File: src/rtl/gray_counter.sv
// Up/down counter held in binary, presented in binary and Gray code.
// Accepts a Gray-coded preload and flags boundary crossings (wrap) or blocked steps (sat).
module gray_counter #(
  parameter int unsigned WIDTH = 4,
  parameter bit          WRAP  = 1'b1
) (
  input  logic             clk,
  input  logic             rst,
  input  logic             en,
  input  logic             up,
  input  logic             load,
  input  logic [WIDTH-1:0] load_gray,
  output logic [WIDTH-1:0] count_bin,
  output logic [WIDTH-1:0] count_gray,
  output logic             wrap,
  output logic             sat
);

  logic [WIDTH-1:0] r_bin;
  logic [WIDTH-1:0] r_gray;
  logic             r_wrap;
  logic             r_sat;

  logic [WIDTH-1:0] w_load_bin;
  logic [WIDTH-1:0] w_step_bin;
  logic [WIDTH-1:0] w_step_gray;
  logic             w_at_bound;
  logic             w_blocked;

  // Gray decode: binary bit i is the XOR of all Gray bits from i upward.
  always_comb begin
    w_load_bin = '0;
    for (int i = 0; i < int'(WIDTH); i++) begin
      w_load_bin[i] = ^(load_gray >> i);
    end
  end

  // One step in the requested direction, and whether it crosses the boundary.
  always_comb begin
    w_step_bin  = up ? (r_bin + WIDTH'(1)) : (r_bin - WIDTH'(1));
    w_step_gray = w_step_bin ^ (w_step_bin >> 1);
    w_at_bound  = up ? (r_bin == '1) : (r_bin == '0);
    w_blocked   = !WRAP && w_at_bound;
  end

  // Priority: rst > load > en > hold; pulses clear on every non-step cycle.
  always_ff @(posedge clk) begin
    if (rst) begin
      r_bin  <= '0;
      r_gray <= '0;
      r_wrap <= 1'b0;
      r_sat  <= 1'b0;
    end else if (load) begin
      r_bin  <= w_load_bin;
      r_gray <= load_gray;
      r_wrap <= 1'b0;
      r_sat  <= 1'b0;
    end else if (en) begin
      if (w_blocked) begin
        r_wrap <= 1'b0;
        r_sat  <= 1'b1;
      end else begin
        r_bin  <= w_step_bin;
        r_gray <= w_step_gray;
        r_wrap <= WRAP && w_at_bound;
        r_sat  <= 1'b0;
      end
    end else begin
      r_wrap <= 1'b0;
      r_sat  <= 1'b0;
    end
  end

  assign count_bin  = r_bin;
  assign count_gray = r_gray;
  assign wrap       = r_wrap;
  assign sat        = r_sat;

endmodule

File: config.mk
export PLATFORM = sky130hd
export DESIGN_NAME = gray_counter
export DESIGN_NICKNAME = d
export VERILOG_FILES = /design/src/rtl/gray_counter.sv
export SDC_FILE = /design/constraint.sdc
export NUM_CORES = 1
export LEC_CHECK = 0
export BUFFER_PORTS_ARGS = -buffer_cell sky130_fd_sc_hd__buf_2
export CAP_MARGIN = 20
export CORE_AREA = 5 5 42 44
export CTS_CLUSTER_DIAMETER = 60
export DETAILED_ROUTE_END_ITERATION = 8
export DIE_AREA = 0 0 47 49
export HOLD_SLACK_MARGIN = 0.15
export PLACE_DENSITY = 0.68
export SLEW_MARGIN = 10
export SYNTH_ARGS = -nofsm -noshare
export SYNTH_HDL_FRONTEND = slang
export SYNTH_SLANG_ARGS = --single-unit
File: constraint.sdc
create_clock -name clk -period 4.15 [get_ports clk]
set_input_delay 0.415 -clock clk [delete_from_list [all_inputs] [get_ports clk]]
set_output_delay 0.415 -clock clk [all_outputs]
set_load 0.005 [all_outputs]
# == After elaboration in Yosys (flattened, before gate mapping) ==
# Cells that the tools add are included.
# word_totals
register_bits,9
latchBits,0
ramBits,0
romBits,0
word_cells,21
n_memories,0
# op_classes
n_addsub,2
n_mul,0
n_div,0
order_cmp,0
n_eq_ne,1
shift,0
muxes,6
bitwise_logic,2
n_reduce_logical,7
# ops
cell,n
4-bit two-way mux,5
4-bit XOR reduction,4
"4-bit by 1-bit adder with 4-bit output, second input constant",1
"4-bit == test, second input constant",1
4-bit zero test,1
"4-bit by 1-bit subtractor with 4-bit output, second input constant",1
4-bit by 3-bit XOR with 4-bit output,1
3-bit OR reduction,1
2-bit nonzero test,1
1-bit two-way mux,1
1-bit inverter,1

# == Logic depth before layout (Yosys ltp) ==
# Gate-level depths: netlist of run 1.
# logic_depth
depth_word,5
ltp_mapped,6
depth_no_buf,6

# == Worst setup path after synthesis of run 1 ==
# No wires, ideal clock.
# synth_path
path_kind,input-to-reg
from,input port up
to,register r_gray[2] (netlist: count_gray[2])
setup_ns,0.122
arrival_ns,1.599
required_ns,4.028
setup_slack_ns,2.429
stages,5
n_path_buf,0
path_cell_list,inv_1 ha_1 and3_4 or3_4 a311o_1
# synth_via
elab_chain_cells,4
# synth_lines
item,line,text
"start, declared",10,"input logic up,"
4-bit two-way mux,40,w_step_bin = up ? (r_bin + WIDTH'(1)) : (r_bin - WIDTH'(1));
4-bit by 3-bit XOR with 4-bit output,41,w_step_gray = w_step_bin ^ (w_step_bin >> 1);
4-bit two-way mux,58,end else if (en) begin
4-bit two-way mux,53,end else if (load) begin
"end signal, assigned",55,r_gray <= load_gray;
"end signal, assigned",64,r_gray <= w_step_gray;
"end, declared",20,logic [WIDTH-1:0] r_gray;
# No other way between the ends. The select of a mux whose other input is x is not followed.
# A chain may end at the register's enable or synchronous reset.

# == Worst setup path after layout of run 1 ==
# layout_path
from,register r_bin[0] (netlist: count_bin[0])
to,register r_gray[1] (netlist: count_gray[1])
# layout_via
elab_chain_cells,5
elab_cells_between_ends,6
# layout_lines
item,line,text
"start, declared",19,logic [WIDTH-1:0] r_bin;
"start signal, assigned",54,r_bin <= w_load_bin;
"start signal, assigned",63,r_bin <= w_step_bin;
4-bit by 1-bit subtractor with 4-bit output or 4-bit by 1-bit adder with 4-bit output (tied branches),40,
4-bit two-way mux (*),40,
4-bit by 3-bit XOR with 4-bit output (*),41,
4-bit two-way mux (*),58,
4-bit two-way mux (*),53,
# Mark *: on every way between the ends. The rest lies on a longest branch, timed or not. The select of a mux whose other input is x is not followed.

==> run summary, run 1 <==
## Setup path
- XOR/XNOR gates — family with the most delay on the worst path
- 1 — combined buffer and inverter count along the critical path
- sky130_fd_sc_hd__xnor2_1 — most frequent CP cell
- reg2reg — Setup Crit Path Kind
- 0.45 ns — longest individual stage delay on the worst path
- sky130_fd_sc_hd__dfxtp_1 — Critical-path top delay cell
- flop — startpoint types
- count_gray[1] — end of the worst register-to-register path
- 4.32 ns — Required @ worst endpoint
- flop — Worst Setup End Kind
- 7 — largest driver fanout on the critical path
- 6 — cells on worst reg2reg path
- inv_1 > fa_1 > xnor2_1 > xnor2_1 > nand2_1 > a221oi_1 — sequence of cells on the critical path
- count_bin[0] — reg2reg start
- 2.05 ns — Arrival @ worst endpoint
- 2.28 ns — Register-to-Register Setup Slack

## Min path
- 3 — Worst Hold Depth
- count_gray[0] — terminating pin of the worst hold path
- in2reg — worst hold-check path type
- load_gray[0] — Worst Hold Launch

## Timing
- 0 ns — total negative setup slack
- 0.00287 ns — Final Skew
- 1.87 ns — Final Critical Period
- 0.534 GHz — f_max
- 0 — number of pins exceeding their max-slew limit in the final report
- 0 — Final Hold Fails
- 45.1% — fraction of the cycle the final worst path needs
- 0 — Final setup violation count
- false — unrepaired setup endpoints after global routing

## Route
- 0 — Detail Route Antenna Nets
- 5.17 — vias per inst
- 507 — number of vias in the routed layout
- 12.7 µm — Routed WL per cell
- 4 — number of search-and-repair iterations in the first detailed-routing pass
- 7 — starting DRC count in detailed routing
- 1250 µm — final wirelength
- 0 — drt drc

## Layout
- 0 — antenna cell count
- 657 µm² — post-route cell area
- 18.0% — area growth from synthesis to layout
- 144 — fill cell total of the finished layout
- 96 — nets
- 29.3% — layout cell share with drive strength beyond 1

## Clocking
- 3 — CTS buffer count
- 2 — number of buffers on the longest clock path
- built — clock tree from TritonCTS
- 1 — number of H-tree levels
- sky130_fd_sc_hd__clkbuf_4 — Root Driver
- 8 — sinks on the clock net
- 0 — hold buffer count at CTS
- 0 — number of cells upsized or downsized after cts
- 0 — Post-CTS Setup Inserts
- 0.26 ns — clock latency of the later-clocked register in the worst-skew pair
- 0.05 ns — post-CTS clock slew at the launch and capture registers of the worst setup and hold paths

## Floorplanning
- 2300 µm² — full die area
- 47 µm — die span in x
- 14 — total number of placement rows
- 1400 µm² — placeable core region
- 49 µm — die outline height
- 39.7% — Initial Utilization
- 19 — number of top-level design ports

## Logic synthesis
- 8.31 µm² — syn_area_per_cell
- 0 — count of flip-flops with a built-in enable after synthesis
- 557 µm² — Post-Synthesis Cell Area
- 0% — Async SR Flop Fraction
- 67 — number of instances in the synthesized netlist
- 79 — syn nets
- 8 — post-synthesis sequential element count
- sky130_fd_sc_hd__dfxtp_1 — Primary FF master, synth
- 28.8% — Seq/Total Area, Yosys
- 28 — count of unique library cells instantiated by Yosys
- 0 — number of warnings reported in the yosys synthesis log

## Power
- 355 nW/µm² — Cell Pwr Density
- 0.000299 µW — static leakage
- 0.000169 V — largest voltage drop on the vdd net

## Place
- 634 µm² — placed cell area
- 0.734 — GPL Wtd Cong
- 17 — input/output buffers

## Outcome
- finished, final reports clean — status

## Global routing
- 0 — total congestion overflow after global routing
- 2040 µm — global-route wire length before repair
- 12.5% — GRT Overall Usage
- 7.38% — met3 Track Usage GR
- 18.3% — met2 GRT Util
- 17 — maximum number of pins on one net before global-route repair
- 435 — via count of the first global-routing pass
- met2 — most used routing layer
- 15.6% — global routing usage on met1
- 0 — antenna violations before repair

## Job
- 0 — Max Cap Violations

==> registers in the layout (all words and copies together) (netlist names) <==
name	cells
count_bin	4
count_gray	3
wrap	1
==> cells by family after synthesis <==
logic type | Yosys count | share of synthesized area, %
DFF | 8 | 28.8
other | 1 | 0.674
and+or+nand+nor | 19 | 20.0
AOI/OAI and AO/OA | 17 | 20.9
adders and majority gates | 3 | 8.09
buffers and inverters | 11 | 8.99
xor gates and xnor gates | 8 | 12.6
==> stage by stage <==
stage               hold WS [ns]  setup slack, ns  utilization, %  cells  total power [µW]
floorplan                  0.496             2.43               -     67               151
global placement           0.516             2.24            45.3     95               171
detailed placement         0.523             2.20            45.3     95               172
CTS                        0.409             2.25            46.9     98               237
global route               0.417             2.08            46.9     98               254
finish                     0.412             2.28            46.9     98               233
==> where the power goes <==
| group | switching, µW | internal, µW | total [µW] |
|---|---|---|---|
| combinational | 39.9 | 38.8 | 78.8 |
| clock | 29.5 | 33.3 | 62.8 |
| sequential | 7.32 | 84.4 | 91.8 |
==> tightest hold or removal path: cells and delay by family <==
kind	cells	cell delay, ns
compound gates	1	0.06
simple gates	1	0.07
buf+inv	1	0.09
==> cells in the final DEF, fill, tap and decap left out, types with 2 or more instances in the layout <==
master and instances:
sky130_fd_sc_hd__buf_2 17, sky130_fd_sc_hd__nand2_1 2, sky130_fd_sc_hd__a211oi_1 5, sky130_fd_sc_hd__xnor2_1 7, sky130_fd_sc_hd__inv_1 6, sky130_fd_sc_hd__dfxtp_1 8, sky130_fd_sc_hd__a21oi_1 7, sky130_fd_sc_hd__nor2_1 7
sky130_fd_sc_hd__nor3b_1 2, sky130_fd_sc_hd__ha_1 2, sky130_fd_sc_hd__clkbuf_4 3
==> cell usage after synthesis (2+ instances only) <==
master / n / area [µm²]
sky130_fd_sc_hd__dfxtp_1: 8 / 160
sky130_fd_sc_hd__a21oi_1: 7 / 35.0
sky130_fd_sc_hd__nor2_1: 7 / 26.3
sky130_fd_sc_hd__xnor2_1: 7 / 61.3
sky130_fd_sc_hd__inv_1: 6 / 22.5
sky130_fd_sc_hd__a211oi_1: 5 / 37.5
sky130_fd_sc_hd__buf_4: 2 / 15.0
sky130_fd_sc_hd__clkbuf_1: 2 / 7.51
sky130_fd_sc_hd__ha_1: 2 / 25.0
sky130_fd_sc_hd__nand2_1: 2 / 7.51
sky130_fd_sc_hd__nor3b_1: 2 / 15.0
==> worst max-delay path by stage <==
stage                            start       endpoint  slack [ns]  cells past startpoint
final                     count_bin[0]  count_gray[1]        2.28                      6
after global routing      count_bin[0]  count_gray[1]        2.08                      6
after CTS                 count_bin[0]  count_gray[1]        2.25                      6
after floorplan                     up  count_gray[2]        2.43                      5
after detailed placement            up  count_gray[2]        2.20                      7
after global placement              up  count_gray[2]        2.24                      6
==> area by class of cell <==
cell class | instances | area (µm²) | area share [%]
clock buffer | 3 | 22.5 | 3.43
inverter | 6 | 22.5 | 3.43
multi-input combinational | 48 | 347 | 52.8
sequential | 8 | 160 | 24.4
tap | 16 | 20.0 | 3.05
timing repair buffer | 17 | 85.1 | 13.0
==> per-layer routing <==
layer | vias up | part of all wire [%]
met5 | - | 0
met4 | 0 | 0.96
met3 | 3 | 9.8
met2 | 16 | 47
met1 | 224 | 42
li1 | 264 | -
Power figures use the tool's default switching activity.
==> run 2, diff against run 1 <==
- CORE_AREA: 5 5 42 44 -> not set
- CORE_MARGIN: not set -> 5
- CORE_UTILIZATION: not set -> 42
- DIE_AREA: 0 0 47 49 -> not set
- PLACE_DENSITY: 0.68 -> 0.71
- clock period: 4.15 -> 1.64 ns (I/O delays scaled with it)
==> run summary, run 2 (synthesis results as in run 1) <==
## Clocking
- built — clock tree from TritonCTS
- 2 — number of buffers on the longest clock path, unchanged
- 0.06 ns — post-CTS clock slew at the launch and capture registers of the worst setup and hold paths, about the same
- 8 — sinks on the clock net, unchanged
- 0.27 ns — clock latency of the later-clocked register in the worst-skew pair, about the same
- 1 — number of H-tree levels, unchanged
- sky130_fd_sc_hd__clkbuf_4 — Root Driver
- 0 — Post-CTS Setup Inserts, unchanged
- 3 — CTS buffer count, unchanged

## Route
- 3 — number of search-and-repair iterations in the first detailed-routing pass, -1
- 1370 µm — final wirelength, +10%
- 5.41 — vias per inst, +4.6%
- 0 — Detail Route Antenna Nets, unchanged
- 6 — starting DRC count in detailed routing, -1
- 13.2 µm — Routed WL per cell, +3.7%
- 0 — drt drc, unchanged
- 563 — number of vias in the routed layout, +11%

## Setup path
- 5 — largest driver fanout on the critical path, -2
- count_bin[1] — reg2reg start
- 1.80 ns — Required @ worst endpoint, -2.52 ns
- 1.73 ns — Arrival @ worst endpoint, -0.32 ns
- flop — Worst Setup End Kind
- count_bin[1] — crit path launch
- reg2reg — Setup Crit Path Kind
- flop — startpoint types

## Global routing
- 0 — total congestion overflow after global routing, unchanged
- 0 — antenna violations before repair, unchanged
- 543 — via count of the first global-routing pass, +25%
- 2330 µm — global-route wire length before repair, +15%
- 17 — maximum number of pins on one net before global-route repair, unchanged
- 15.8% — GRT Overall Usage, +3.3 points

## Timing
- 0 — Final Hold Fails, unchanged
- 0.639 GHz — f_max, +20%
- 0 — Final setup violation count, unchanged
- 0.00202 ns — Final Skew, -0.000850 ns
- 1.57 ns — Final Critical Period, -0.308 ns
- false — unrepaired setup endpoints after global routing
- 95.4% — fraction of the cycle the final worst path needs, +50 points
- 0 — number of pins exceeding their max-slew limit in the final report, unchanged
- 0.0747 ns — PnR worst setup slack, -2.20 ns
- 0 ns — total negative setup slack, unchanged

## Floorplanning
- 2150 µm² — full die area, -6.5%
- 43.3% — Initial Utilization, +3.6 points
- 13 — total number of placement rows, -1
- 46.4 µm — die span in x, -1.3%
- 46.4 µm — die outline height, -5.3%
- 1280 µm² — placeable core region, -8.3%
- 19 — number of top-level design ports, unchanged

## Job
- 0 — Max Cap Violations, unchanged

## Min path
- load_gray[0] — Worst Hold Launch
- in2reg — worst hold-check path type

## Layout
- 4 — flip-flop count of the largest register after layout, unchanged
- 40.4% — layout cell share with drive strength beyond 1, +11 points
- 751 µm² — post-route cell area, +14%
- sky130_fd_sc_hd__buf_2 — commonest non-fill, non-tap cell in the layout
- sky130_fd_sc_hd__buf_2, sky130_fd_sc_hd__a21oi_1, sky130_fd_sc_hd__nor2_1 — commonest cells after routing, fill and taps aside
- 34.8% — area growth from synthesis to layout
- 103 — nets, +7.3%
- 58.4% — final standard cell utilization of the core, +12 points
- 0 — antenna cell count, unchanged
- 132 — fill cell total of the finished layout, -8.3%

## Place
- 993 µm — post-detailed-placement half-perimeter wirelength
- 687 µm² — placed cell area, +8.3%
- -0.0199 ns — worst slack at placement, -2.22 ns
- 17 — input/output buffers, unchanged
- 0.760 — GPL Wtd Cong, +3.5%

## Power
- 0.000340 µW — static leakage, +14%
- 869 nW/µm² — Cell Pwr Density, +140%
- 0.000451 V — largest voltage drop on the vdd net, +170%

## Outcome
- finished, final reports clean — status

[run 2: cell types whose count changed in the layout (fill, tap and decap cells not counted), sizes merged]
cell	delta
dlygate4sd3	+1
buf	+6
[run 2: final cells by class]
class                   count  area, µm²  share of cell area, %
well taps                  15       18.8                   2.50
clock buffers               3       22.5                   3.00
flip-flops and latches      8        163                   21.7
multi-input cells          48        384                   51.2
inverters                   6       22.5                   3.00
repair buffers             24        140                   18.7
[run 2: critical path, stage by stage (launching register included)]
cell                      delay [ns]
sky130_fd_sc_hd__dfxtp_2        0.33
sky130_fd_sc_hd__ha_1           0.27
sky130_fd_sc_hd__and3_4         0.19
sky130_fd_sc_hd__or3_4          0.40
sky130_fd_sc_hd__a311o_1        0.26
[run 2: per-layer routing]
layer | part of all wire [%] | vias to the layer above | GRT usage, %
met5 | 0 | - | 0
met4 | 1.4 | 0 | 7.95
met3 | 7.4 | 2 | 7.81
met2 | 50 | 18 | 24.5
met1 | 41 | 268 | 17.8
li1 | - | 275 | -
[run 2: power by group]
part           switching (µW)  internal, µW  leakage (µW)
clock                    78.4          84.5     0.0000138
sequential               12.7           215     0.0000668
combinational             125           138      0.000260
[run 2: worst paths after layout]
check / endpoint / slack, ns / depth (start not counted)
worst max-delay path: count_gray[2] / 0.07 / 4
worst min register to register: count_gray[1] / 0.56 / 2
worst max register to register: count_gray[2] / 0.07 / 4
worst min-delay path: count_gray[0] / 0.16 / 3
[run 2: repair_timing]
item	CTS	global route
setup endpoints to repair	2	4
pin swaps	1	4
hold endpoints to repair	0	1
gates resized for setup	1	4
hold buffers	0	1
[run 2: through the flow]
| stage | std cells | total power [µW] | hold WS (ns) |
|---|---|---|---|
| after floorplan | 67 | 391 | 0.309 |
| after CTS | 103 | 633 | 0.164 |
| after global routing | 104 | 706 | 0.171 |
| final | 104 | 653 | 0.162 |
| after global placement | 100 | 463 | 0.433 |
| after detailed placement | 100 | 466 | 0.445 |
==> run 3, diff against run 2 <==
- CTS_CLUSTER_DIAMETER: 60 -> 30
- RECOVER_POWER: not set -> 50
==> run summary, run 3 (synthesis results as in run 1) <==
## Setup path
- 5 — largest driver fanout on the critical path, unchanged
- ha_1 > and3_4 > or3_4 > a311o_1 — sequence of cells on the critical path
- reg2reg — Setup Crit Path Kind
- 1.72 ns — Arrival @ worst endpoint, about the same
- 0.40 ns — longest individual stage delay on the worst path, about the same
- sky130_fd_sc_hd__or3_4 — Critical-path top delay cell
- flop — startpoint types
- 0.08 ns — Register-to-Register Setup Slack, about the same
- flop — Worst Setup End Kind
- 1.80 ns — Required @ worst endpoint, about the same

## Layout
- 37.1% — layout cell share with drive strength beyond 1, -3.4 points
- sky130_fd_sc_hd__buf_2 — commonest non-fill, non-tap cell in the layout
- 4 — flip-flop count of the largest register after layout, unchanged
- sky130_fd_sc_hd__buf_2, sky130_fd_sc_hd__a21oi_1, sky130_fd_sc_hd__nor2_1 — commonest cells after routing, fill and taps aside
- 0 — antenna cell count, unchanged
- 103 — nets, unchanged
- 57.9% — final standard cell utilization of the core, -0.49 points
- 33.7% — area growth from synthesis to layout
- 384 µm² — area of the multi-input gates, unchanged
- 163 µm² — area of all sequential standard cells, unchanged
- 133 — fill cell total of the finished layout, +0.76%

## Route
- 5.42 — vias per inst, +0.18%
- 0 — Detail Route Antenna Nets, unchanged
- 13.2 µm — Routed WL per cell, about the same
- 1370 µm — final wirelength, about the same
- 564 — number of vias in the routed layout, +0.18%
- 3 — number of search-and-repair iterations in the first detailed-routing pass, unchanged
- 6 — starting DRC count in detailed routing, unchanged
- 0 — drt drc, unchanged

## Global routing
- 543 — via count of the first global-routing pass, unchanged
- 7.81% — met3 Track Usage GR, unchanged
- 15.8% — GRT Overall Usage, unchanged
- 24.5% — met2 GRT Util, unchanged
- met2 — most used routing layer
- 17 — maximum number of pins on one net before global-route repair, unchanged
- 17.8% — global routing usage on met1, unchanged
- 0 — antenna violations before repair, unchanged
- 0 — total congestion overflow after global routing, unchanged
- 2330 µm — global-route wire length before repair, unchanged

## Floorplanning
- 2150 µm² — full die area, unchanged
- 43.3% — Initial Utilization, unchanged
- 46.4 µm — die outline height, unchanged
- 1280 µm² — placeable core region, unchanged
- 19 — number of top-level design ports, unchanged
- 46.4 µm — die span in x, unchanged
- 13 — total number of placement rows, unchanged

## Place
- 993 µm — post-detailed-placement half-perimeter wirelength, unchanged
- 17 — input/output buffers, unchanged
- 0.760 — GPL Wtd Cong, unchanged

## Timing
- 0.640 GHz — f_max, +0.15%
- 0.162 ns — Worst Hold Slack, -0.000495 ns
- 0 — Final Hold Fails, unchanged
- 95.3% — fraction of the cycle the final worst path needs, -0.15 points
- false — unrepaired setup endpoints after global routing
- 0 — number of pins exceeding their max-slew limit in the final report, unchanged
- 0 — Final setup violation count, unchanged
- 0.00244 ns — Final Skew, +0.000413 ns
- 1.56 ns — Final Critical Period, -0.00239 ns

## Clocking
- 8 — sinks on the clock net, unchanged
- 2 — number of buffers on the longest clock path, unchanged
- 0.06 ns — post-CTS clock slew at the launch and capture registers of the worst setup and hold paths, about the same
- built — clock tree from TritonCTS
- 0.27 ns — clock latency of the later-clocked register in the worst-skew pair, about the same
- 0 — Post-CTS Setup Inserts, unchanged
- 1 — number of H-tree levels, unchanged
- 3 — CTS buffer count, unchanged
- sky130_fd_sc_hd__clkbuf_4 — Root Driver

## Power
- 0.000451 V — largest voltage drop on the vdd net, -0.13%
- 872 nW/µm² — Cell Pwr Density, +0.32%
- 0.000329 µW — static leakage, -3.4%

## Outcome
- finished, final reports clean — status

## Min path
- in2reg — worst hold-check path type

## Job
- 0 — Max Cap Violations, unchanged

[run 3: critical path, delay by kind of cell (launching register included)]
kind	cells	cell delay, ns
AO/OA/AOI/OAI	1	0.26
adder cells (fa/ha/maj)	1	0.27
flip-flops	1	0.33
AND/OR/NAND/NOR	2	0.59
[run 3: final timing paths]
path         cells past startpoint            end           from
max                              4  count_gray[2]   count_bin[1]
min                              3  count_gray[0]   load_gray[0]
max reg2reg                      4  count_gray[2]   count_bin[1]
min reg2reg                      2  count_gray[1]  count_gray[1]
[run 3: final cells by class]
| type | count | area share, % |
|---|---|---|
| Multi-Input combinational cell | 48 | 51.6 |
| Sequential cell | 8 | 21.8 |
| Tap cell | 15 | 2.52 |
| Timing Repair Buffer | 24 | 18.0 |
| Clock buffer | 3 | 3.03 |
| Inverter | 6 | 3.03 |
[run 3: report_power, final]
| group | internal [µW] | total [µW] | leakage [µW] | switching [µW] |
|---|---|---|---|---|
| clock | 84.5 | 163 | 0.0000138 | 78.8 |
| sequential | 215 | 228 | 0.0000668 | 12.7 |
| combinational | 134 | 259 | 0.000248 | 125 |
[run 3: repair_timing]
action	CTS	global route
resized for setup	1	4
pin swaps	1	4
hold endpoints to repair	0	1
hold buffers	0	1
setup endpoints to repair	2	4
gates cloned	0	0
[run 3: metal layers]
layer / wire (µm) / up-vias
met5: 0 / -
met4: 19 / 0
met3: 102 / 2
met2: 687 / 18
met1: 564 / 267
li1: - / 277
[run 3: through the flow]
step	total power (µW)	setup WS (ns)	area [µm²]	cells	setup TNS [ns]
floorplan	391	0.0346	566	67	0
global placement	463	0.0155	687	100	0
detailed placement	466	-0.0199	687	100	-0.0220
CTS	633	0.00168	711	103	0
global route	702	0.000209	744	104	0
finish	649	0.0771	744	104	0
